[src/rtl/sram_req_master_if.sv]
// Interface bundling the request channel, the response channel, the SRAM
// macro port and the init-sweep busy flag of sram_req_master.
// The master modport is the view of sram_req_master itself; the slave
// modport is the view of the surrounding logic (requester, consumer, SRAM).
interface sram_req_master_if #(
   parameter int ADDR_WIDTH = 10,
   parameter int DATA_WIDTH = 64,
   parameter int BE_WIDTH   = (DATA_WIDTH + 7) / 8
);
   // request channel
   logic                  req_valid_i;
   logic                  req_ready_o;
   logic                  req_we_i;
   logic [ADDR_WIDTH-1:0] req_addr_i;
   logic [DATA_WIDTH-1:0] req_wdata_i;
   logic [BE_WIDTH-1:0]   req_be_i;
   // response channel
   logic                  rsp_valid_o;
   logic                  rsp_ready_i;
   logic [DATA_WIDTH-1:0] rsp_rdata_o;
   // SRAM macro port
   logic                  sram_req_o;
   logic                  sram_we_o;
   logic [ADDR_WIDTH-1:0] sram_addr_o;
   logic [DATA_WIDTH-1:0] sram_wdata_o;
   logic [BE_WIDTH-1:0]   sram_be_o;
   logic [DATA_WIDTH-1:0] sram_rdata_i;
   // status
   logic                  busy_o;

   modport master (
      input  req_valid_i, req_we_i, req_addr_i, req_wdata_i, req_be_i,
      input  rsp_ready_i, sram_rdata_i,
      output req_ready_o, rsp_valid_o, rsp_rdata_o,
      output sram_req_o, sram_we_o, sram_addr_o, sram_wdata_o, sram_be_o,
      output busy_o
   );

   modport slave (
      output req_valid_i, req_we_i, req_addr_i, req_wdata_i, req_be_i,
      output rsp_ready_i, sram_rdata_i,
      input  req_ready_o, rsp_valid_o, rsp_rdata_o,
      input  sram_req_o, sram_we_o, sram_addr_o, sram_wdata_o, sram_be_o,
      input  busy_o
   );
endinterface

[src/rtl/sram_req_master.sv]
// sram_req_master: turns a valid/ready request stream into single-port SRAM
// cycles and returns read data in order through a small response FIFO.
//
// Handshake semantics (both channels): a beat transfers on a rising clock
// edge where valid and ready are both high. Read requests are only accepted
// when a FIFO slot is guaranteed (credit = FIFO count + read in flight), so
// the FIFO can never overflow and a request never has to be cancelled.
// req_ready_o depends only on registered state and req_we_i, never on
// rsp_ready_i.
//
// Optional feature macro: SRAM_INIT_SWEEP_EN. When defined, reset enters an
// INIT state that writes zero to every SRAM word (one per cycle, addr 0 up)
// before requests are accepted; busy_o is high while sweeping. When not
// defined, reset enters RUN directly and busy_o is tied low.
//
// dbg_state exposes the FSM state (0 = INIT, 1 = RUN).
module sram_req_master #(
   parameter int NUM_WORDS  = 1024,
   parameter int DATA_WIDTH = 64,
   parameter int RSP_DEPTH  = 4
) (
   input  logic              clk_i,
   input  logic              rst_i,
   sram_req_master_if.master bus,
   output logic              dbg_state
);

   localparam int ADDR_WIDTH = $clog2(NUM_WORDS);
   localparam int BE_WIDTH   = (DATA_WIDTH + 7) / 8;
   localparam int PTR_W      = $clog2(RSP_DEPTH);
   localparam int CNT_W      = $clog2(RSP_DEPTH + 1);
   localparam int OUT_W      = $clog2(RSP_DEPTH + 2);

   typedef enum logic {
      ST_INIT = 1'b0,
      ST_RUN  = 1'b1
   } state_t;

`ifdef SRAM_INIT_SWEEP_EN
   localparam state_t RESET_STATE = ST_INIT;
`else
   localparam state_t RESET_STATE = ST_RUN;
`endif

   state_t                state;
   state_t                state_nxt;
   logic [PTR_W-1:0]      wr_ptr;
   logic [PTR_W-1:0]      rd_ptr;
   logic [CNT_W-1:0]      count;
   logic                  inflight;
   logic [DATA_WIDTH-1:0] fifo_mem [RSP_DEPTH];
   logic [OUT_W-1:0]      outstanding;
   logic                  run;
   logic                  sweeping;
   logic                  req_ready;
   logic                  accept;
   logic                  read_accept;
   logic                  rsp_valid;
   logic                  push;
   logic                  pop;
`ifdef SRAM_INIT_SWEEP_EN
   logic [ADDR_WIDTH-1:0] sweep_addr;
`endif

   function automatic logic [PTR_W-1:0] ptr_inc(input logic [PTR_W-1:0] p);
      return (p == PTR_W'(RSP_DEPTH - 1)) ? '0 : p + PTR_W'(1);
   endfunction

   // Outputs are forced idle while reset is held, even though the state
   // register already holds its reset value.
   assign run         = (state == ST_RUN) && !rst_i;
`ifdef SRAM_INIT_SWEEP_EN
   assign sweeping    = (state == ST_INIT) && !rst_i;
   assign bus.busy_o  = (state == ST_INIT);
`else
   assign sweeping    = 1'b0;
   assign bus.busy_o  = 1'b0;
`endif

   assign outstanding = OUT_W'(count) + OUT_W'(inflight);
   assign req_ready   = run && (bus.req_we_i || (outstanding < OUT_W'(RSP_DEPTH)));
   assign accept      = bus.req_valid_i && req_ready;
   assign read_accept = accept && !bus.req_we_i;

   assign rsp_valid   = (count != '0);
   assign push        = inflight;
   assign pop         = rsp_valid && bus.rsp_ready_i;

   assign bus.req_ready_o = req_ready;
   assign bus.rsp_valid_o = rsp_valid;
   assign bus.rsp_rdata_o = rsp_valid ? fifo_mem[rd_ptr] : '0;
   assign dbg_state       = logic'(state);

   // State register.
   always_ff @(posedge clk_i or posedge rst_i) begin
      if (rst_i) state <= RESET_STATE;
      else       state <= state_nxt;
   end

   // Next state: INIT leaves after the last word has been written; RUN is terminal.
   always_comb begin
      state_nxt = state;
      case (state)
         ST_INIT: begin
`ifdef SRAM_INIT_SWEEP_EN
            if (sweep_addr == ADDR_WIDTH'(NUM_WORDS - 1)) state_nxt = ST_RUN;
`else
            state_nxt = ST_RUN;
`endif
         end
         default: state_nxt = ST_RUN;
      endcase
   end

   // SRAM port: sweep write during INIT, else the accepted request in the same cycle.
   always_comb begin
      bus.sram_req_o   = 1'b0;
      bus.sram_we_o    = 1'b0;
      bus.sram_addr_o  = '0;
      bus.sram_wdata_o = '0;
      bus.sram_be_o    = '0;
      if (sweeping) begin
         bus.sram_req_o  = 1'b1;
         bus.sram_we_o   = 1'b1;
`ifdef SRAM_INIT_SWEEP_EN
         bus.sram_addr_o = sweep_addr;
`endif
         bus.sram_be_o   = '1;
      end else if (accept) begin
         bus.sram_req_o   = 1'b1;
         bus.sram_we_o    = bus.req_we_i;
         bus.sram_addr_o  = bus.req_addr_i;
         bus.sram_wdata_o = bus.req_wdata_i;
         bus.sram_be_o    = bus.req_we_i ? bus.req_be_i : {BE_WIDTH{1'b1}};
      end
   end

`ifdef SRAM_INIT_SWEEP_EN
   // Sweep address walks 0..NUM_WORDS-1 while in INIT; reset restarts it.
   always_ff @(posedge clk_i or posedge rst_i) begin
      if (rst_i)                 sweep_addr <= '0;
      else if (state == ST_INIT) sweep_addr <= sweep_addr + ADDR_WIDTH'(1);
   end
`endif

   // A read accepted this cycle has its data on sram_rdata_i next cycle.
   always_ff @(posedge clk_i or posedge rst_i) begin
      if (rst_i) inflight <= 1'b0;
      else       inflight <= read_accept;
   end

   // Response FIFO pointers and occupancy; pointers wrap at RSP_DEPTH.
   always_ff @(posedge clk_i or posedge rst_i) begin
      if (rst_i) begin
         wr_ptr <= '0;
         rd_ptr <= '0;
         count  <= '0;
      end else begin
         if (push) wr_ptr <= ptr_inc(wr_ptr);
         if (pop)  rd_ptr <= ptr_inc(rd_ptr);
         case ({push, pop})
            2'b10:   count <= count + CNT_W'(1);
            2'b01:   count <= count - CNT_W'(1);
            default: count <= count;
         endcase
      end
   end

   // FIFO storage; contents are only observed through rsp_rdata_o when valid.
   always_ff @(posedge clk_i) begin
      if (push) fifo_mem[wr_ptr] <= bus.sram_rdata_i;
   end

endmodule
[src/flat_wrapper.sv]
// flat-port wrapper written by rule: the top's interface ports become plain ports
module sram_req_master_flat 
#(
   parameter int NUM_WORDS  = 1024,
   parameter int DATA_WIDTH = 64,
   parameter int RSP_DEPTH  = 4
)
  (clk_i, rst_i, dbg_state, bus_req_valid_i, bus_req_we_i, bus_req_addr_i, bus_req_wdata_i, bus_req_be_i, bus_rsp_ready_i, bus_sram_rdata_i, bus_req_ready_o, bus_rsp_valid_o, bus_rsp_rdata_o, bus_sram_req_o, bus_sram_we_o, bus_sram_addr_o, bus_sram_wdata_o, bus_sram_be_o, bus_busy_o);
  sram_req_master_if #(.DATA_WIDTH(DATA_WIDTH)) bus_i ();
  input  logic clk_i;
  input  logic rst_i;
  output logic dbg_state;
  input wire logic [$bits(bus_i.req_valid_i)-1:0] bus_req_valid_i;
  input wire logic [$bits(bus_i.req_we_i)-1:0] bus_req_we_i;
  input wire logic [$bits(bus_i.req_addr_i)-1:0] bus_req_addr_i;
  input wire logic [$bits(bus_i.req_wdata_i)-1:0] bus_req_wdata_i;
  input wire logic [$bits(bus_i.req_be_i)-1:0] bus_req_be_i;
  input wire logic [$bits(bus_i.rsp_ready_i)-1:0] bus_rsp_ready_i;
  input wire logic [$bits(bus_i.sram_rdata_i)-1:0] bus_sram_rdata_i;
  output wire logic [$bits(bus_i.req_ready_o)-1:0] bus_req_ready_o;
  output wire logic [$bits(bus_i.rsp_valid_o)-1:0] bus_rsp_valid_o;
  output wire logic [$bits(bus_i.rsp_rdata_o)-1:0] bus_rsp_rdata_o;
  output wire logic [$bits(bus_i.sram_req_o)-1:0] bus_sram_req_o;
  output wire logic [$bits(bus_i.sram_we_o)-1:0] bus_sram_we_o;
  output wire logic [$bits(bus_i.sram_addr_o)-1:0] bus_sram_addr_o;
  output wire logic [$bits(bus_i.sram_wdata_o)-1:0] bus_sram_wdata_o;
  output wire logic [$bits(bus_i.sram_be_o)-1:0] bus_sram_be_o;
  output wire logic [$bits(bus_i.busy_o)-1:0] bus_busy_o;
  assign bus_i.req_valid_i = bus_req_valid_i;
  assign bus_i.req_we_i = bus_req_we_i;
  assign bus_i.req_addr_i = bus_req_addr_i;
  assign bus_i.req_wdata_i = bus_req_wdata_i;
  assign bus_i.req_be_i = bus_req_be_i;
  assign bus_i.rsp_ready_i = bus_rsp_ready_i;
  assign bus_i.sram_rdata_i = bus_sram_rdata_i;
  assign bus_req_ready_o = bus_i.req_ready_o;
  assign bus_rsp_valid_o = bus_i.rsp_valid_o;
  assign bus_rsp_rdata_o = bus_i.rsp_rdata_o;
  assign bus_sram_req_o = bus_i.sram_req_o;
  assign bus_sram_we_o = bus_i.sram_we_o;
  assign bus_sram_addr_o = bus_i.sram_addr_o;
  assign bus_sram_wdata_o = bus_i.sram_wdata_o;
  assign bus_sram_be_o = bus_i.sram_be_o;
  assign bus_busy_o = bus_i.busy_o;
  sram_req_master #(.NUM_WORDS(NUM_WORDS), .DATA_WIDTH(DATA_WIDTH), .RSP_DEPTH(RSP_DEPTH)) u_core (.clk_i(clk_i), .rst_i(rst_i), .bus(bus_i), .dbg_state(dbg_state));
endmodule
[config.mk]
export PLATFORM = sky130hd
export DESIGN_NAME = sram_req_master_flat
export DESIGN_NICKNAME = d
export VERILOG_FILES = /design/src/rtl/sram_req_master_if.sv /design/src/rtl/sram_req_master.sv /design/src/flat_wrapper.sv
export SDC_FILE = /design/constraint.sdc
export NUM_CORES = 1
export LEC_CHECK = 0
export ABC_AREA = 1
export CAP_MARGIN = 20
export CORE_MARGIN = 2
export CORE_UTILIZATION = 35
export DETAILED_ROUTE_END_ITERATION = 12
export GPL_ROUTABILITY_DRIVEN = 0
export GPL_TIMING_DRIVEN = 0
export PLACE_DENSITY = 0.67
export SETUP_SLACK_MARGIN = 0.2
export SLEW_MARGIN = 20
export SYNTH_ARGS = -nofsm -noshare
export SYNTH_HDL_FRONTEND = slang
export SYNTH_SLANG_ARGS = --single-unit
[constraint.sdc]
create_clock -name clk_i -period 6.1 [get_ports clk_i]
set_input_delay 1.22 -clock clk_i [delete_from_list [all_inputs] [get_ports clk_i]]
set_output_delay 1.22 -clock clk_i [all_outputs]
set_load 0.02 [all_outputs]
==> flow_metrics.py <==
metrics = {
    "power": {
        "ir_drop_uv": 328,
        "p_int_mw": 4.15,
        "power_frac_seq_pct": 31.7,
        "clockPowerShare_pct": 22.3,
        "power_switching_mw": 2.54,
        "comb_power_share_pct": 46.0,
        "powerDensity_nw_per_um2": 414,
        "switching_share_pct": 38.0,
        "leakage_nw": 5.76,
    },
    "timing": {
        "fin_setup_tns_ps": 0,
        "max_freq_mhz": 222,
        "tightest_slew_ps": 690,
        "finalClockSkew_ps": 7.90,
        "min_period_ps": 4510,
        "slew_viol_final": 0,
        "max_slew_margin_pct": 54.0,
        "min_period_over_period_pct": 73.9,
        "finalHoldViolations": 0,
        "setup_violations": 0,
        "holdWs_ps": 532,
        "rsz0062_at_grt": "no",
    },
    "final_layout": {
        "fin_nets": 1488,
        "syn_to_final_growth_pct": 38.3,
        "drive_gt1_share_pct": 11.4,
        "stdcell_area_um2": 16200,
    },
    "hold_path": {
        "hp-class": "flip-flop to flip-flop",
        "worstHoldEndpoint": "u_core.wr_ptr[0]$_DFFE_PP0P_",
        "holdPathStages": 1,
        "hold_start": "u_core.wr_ptr[0]$_DFFE_PP0P_",
    },
    "setup_path": {
        "critPathLaunchType": "input port",
        "required_ps": 4880,
        "reg2reg_setup_slack_ps": 4100,
        "r2r-end": "u_core.count[2]$_DFFE_PP0P_",
        "critical_path_class": "input port to primary output",
        "reg2reg_depth": 8,
        "critPathMaxFanout": 12,
        "arrival_ps": 3290,
        "critPathCaptureType": "primary output",
        "r2r-start": "u_core.count[0]$_DFFE_PP0P_",
    },
    "floorplanning": {
        "num_rows": 66,
        "ios": 303,
        "die-area_um2": 34900,
        "initial_core_util_pct": 35.7,
        "fp.dieW_um": 187,
        "dieHeight_um": 187,
        "coreArea_um2": 32700,
    },
    "grt": {
        "globalRouteMet1Util_pct": 20.3,
        "grt_max_degree": 49,
        "grt.met2_usage_pct": 30.3,
        "grt_pass1_vias": 8107,
        "grt_pass1_wl_mm": 46.0,
        "grt_use_total_pct": 16.9,
        "busiest_layer": "met2",
        "overflow": 0,
        "antenna_found_initial": 6,
        "grt_use_met3_pct": 3.57,
    },
    "cts": {
        "root_buffer": "clkbuf_16",
        "clk_pin_slew_ps": 60,
        "ctsHoldBuffers": 0,
        "cts_tree": "built",
        "cts_max_level": 1,
        "cts_setup_buffers": 0,
        "clkSinkCount": 264,
        "cts_resized": 0,
        "clockBufferDepth": 3,
        "clk_latency_ps": 520,
        "numCtsBuffers": 27,
    },
    "route": {
        "drt_iter0_drc": 536,
        "via_per_inst": 4.61,
        "drc": 0,
        "dr.pass1.iters": 5,
        "wire_per_inst_um": 17.1,
        "antenna_left": 0,
        "wl_mm": 30.6,
        "vias": 8266,
    },
    "outcome": {
        "status": "finished clean",
    },
    "synth": {
        "ys_warn_count": 0,
        "syn_nets": 1155,
        "yosysTopAreaCellShare_pct": 65.8,
        "syn-cell-area_um2": 11700,
        "synth_cells": 997,
        "syn-mean-instance-area_um2": 11.7,
        "yosys_register_bits": 264,
        "yosysUniqueCellTypes": 25,
        "ys_seq_area_share_pct": 67.5,
        "ys_top_cells_by_area": "edfxtp_1, nor2_1, nor2_4",
        "yosysTopAreaCell": "edfxtp_1",
    },
    "placed_design": {
        "dp_hpwl_mm": 20.9,
        "port_buffers": 300,
        "dpl_cell_area_um2": 15400,
    },
    "flow_run": {
        "cap_violations": 0,
    },
}
stage by stage:
stage	util, %	instances	total power, mW	setup WS, ps
CTS	49.4	1789	6.75	1530
global placement	46.6	1739	5.22	1560
detailed placement	47.0	1743	5.26	1540
global route	49.4	1792	7.05	1470
finish	49.4	1794	6.70	1590
floorplan	-	997	3.86	2770
how the worst max path moves through the flow:
stage | startpoint | end | slack, ps | depth (start not counted)
after floorplan | rst_i | bus_sram_addr_o[0] | 2770 | 4
after global placement | rst_i | bus_sram_be_o[1] | 1560 | 7
after detailed placement | rst_i | bus_sram_be_o[1] | 1540 | 7
after CTS | rst_i | bus_sram_be_o[1] | 1530 | 7
after global routing | rst_i | bus_sram_be_o[1] | 1470 | 7
final | rst_i | bus_sram_be_o[1] | 1590 | 7
placed cells by master, fill, tap and decap left out, drive strengths merged:
| cell | Yosys | routed |
|---|---|---|
| a21oi | 66 | 66 |
| buf | 44 | 48 |
| bufinv | 0 | 1 |
| clkbuf | 17 | 50 |
| clkdlybuf4s50 | 0 | 300 |
| clkinv | 0 | 10 |
| clkinvlp | 0 | 1 |
| conb | 2 | 2 |
| dfrtp | 8 | 8 |
| diode | 0 | 5 |
| edfxtp | 256 | 256 |
| fa | 1 | 1 |
| ha | 6 | 6 |
| inv | 95 | 96 |
| nand2 | 11 | 11 |
| nand3 | 4 | 4 |
| nand4 | 2 | 2 |
| nor2 | 348 | 348 |
| nor3 | 1 | 1 |
| o21ai | 134 | 134 |
| xnor2 | 1 | 1 |
| xor2 | 1 | 1 |
kinds of logic after synthesis:
family | after synthesis | synth area share [%]
AND/OR/NAND/NOR | 366 | 16.4
buffers and inverters | 156 | 6.48
adder cells (fa/ha/maj) | 7 | 0.814
XOR/XNOR | 2 | 0.150
other | 2 | 0.0643
AO/OA/AOI/OAI | 200 | 8.57
flip-flops | 264 | 67.5
power by group through the flow:
stage	clock, mW	combinational, mW	sequential [mW]
after floorplan	0	1.71	2.15
after global placement	0	3.06	2.16
after detailed placement	0	3.10	2.16
after CTS	1.52	3.12	2.12
after global routing	1.59	3.33	2.13
final	1.49	3.08	2.12
state kept, by name (all words and copies together), names as in the netlist:
signal,flops
u_core.count,3
u_core.fifo_mem,256
u_core.inflight,1
u_core.rd_ptr,2
u_core.wr_ptr,2
metal layers:
layer  part of all wire, %  vias to the layer above
li1                      -                     4006
met1                    40                     3874
met2                    50                      329
met3                   7.1                       55
met4                   2.7                        2
met5                 0.042                        -
worst max-delay path: stages:
cell and delay (ps):
clkdlybuf4s50_1 390, inv_1 350, nand3_2 180, buf_12 200
buf_12 170, nor2_4 130, clkdlybuf4s50_1 630
cell usage after synthesis:
library cell  instances
fa_1                  1
nand4_1               1
nand3_1               2
clkbuf_1             17
o21ai_0              25
edfxtp_1            256
dfrtp_1               8
a21oi_1              66
conb_1                2
nand4_2               1
buf_1                 9
ha_1                  6
buf_4                 3
buf_12                8
nand2_1              11
xnor2_1               1
o21ai_1             109
nor2_4               69
inv_1                92
nor3_1                1
buf_2                24
inv_2                 3
nand3_2               2
nor2_1              279
xor2_1                1
layout make-up:
type,instances,area [um2]
Inverter,95,367
Tap cell,442,553
Buffer,61,400
Multi-Input combinational cell,577,3040
Clock inverter,13,91.3
Timing Repair Buffer,304,3110
Fill cell,2895,16500
Antenna cell,5,12.5
Sequential cell,264,7890
Clock buffer,33,698
Power figures use the tool's default switching activity.
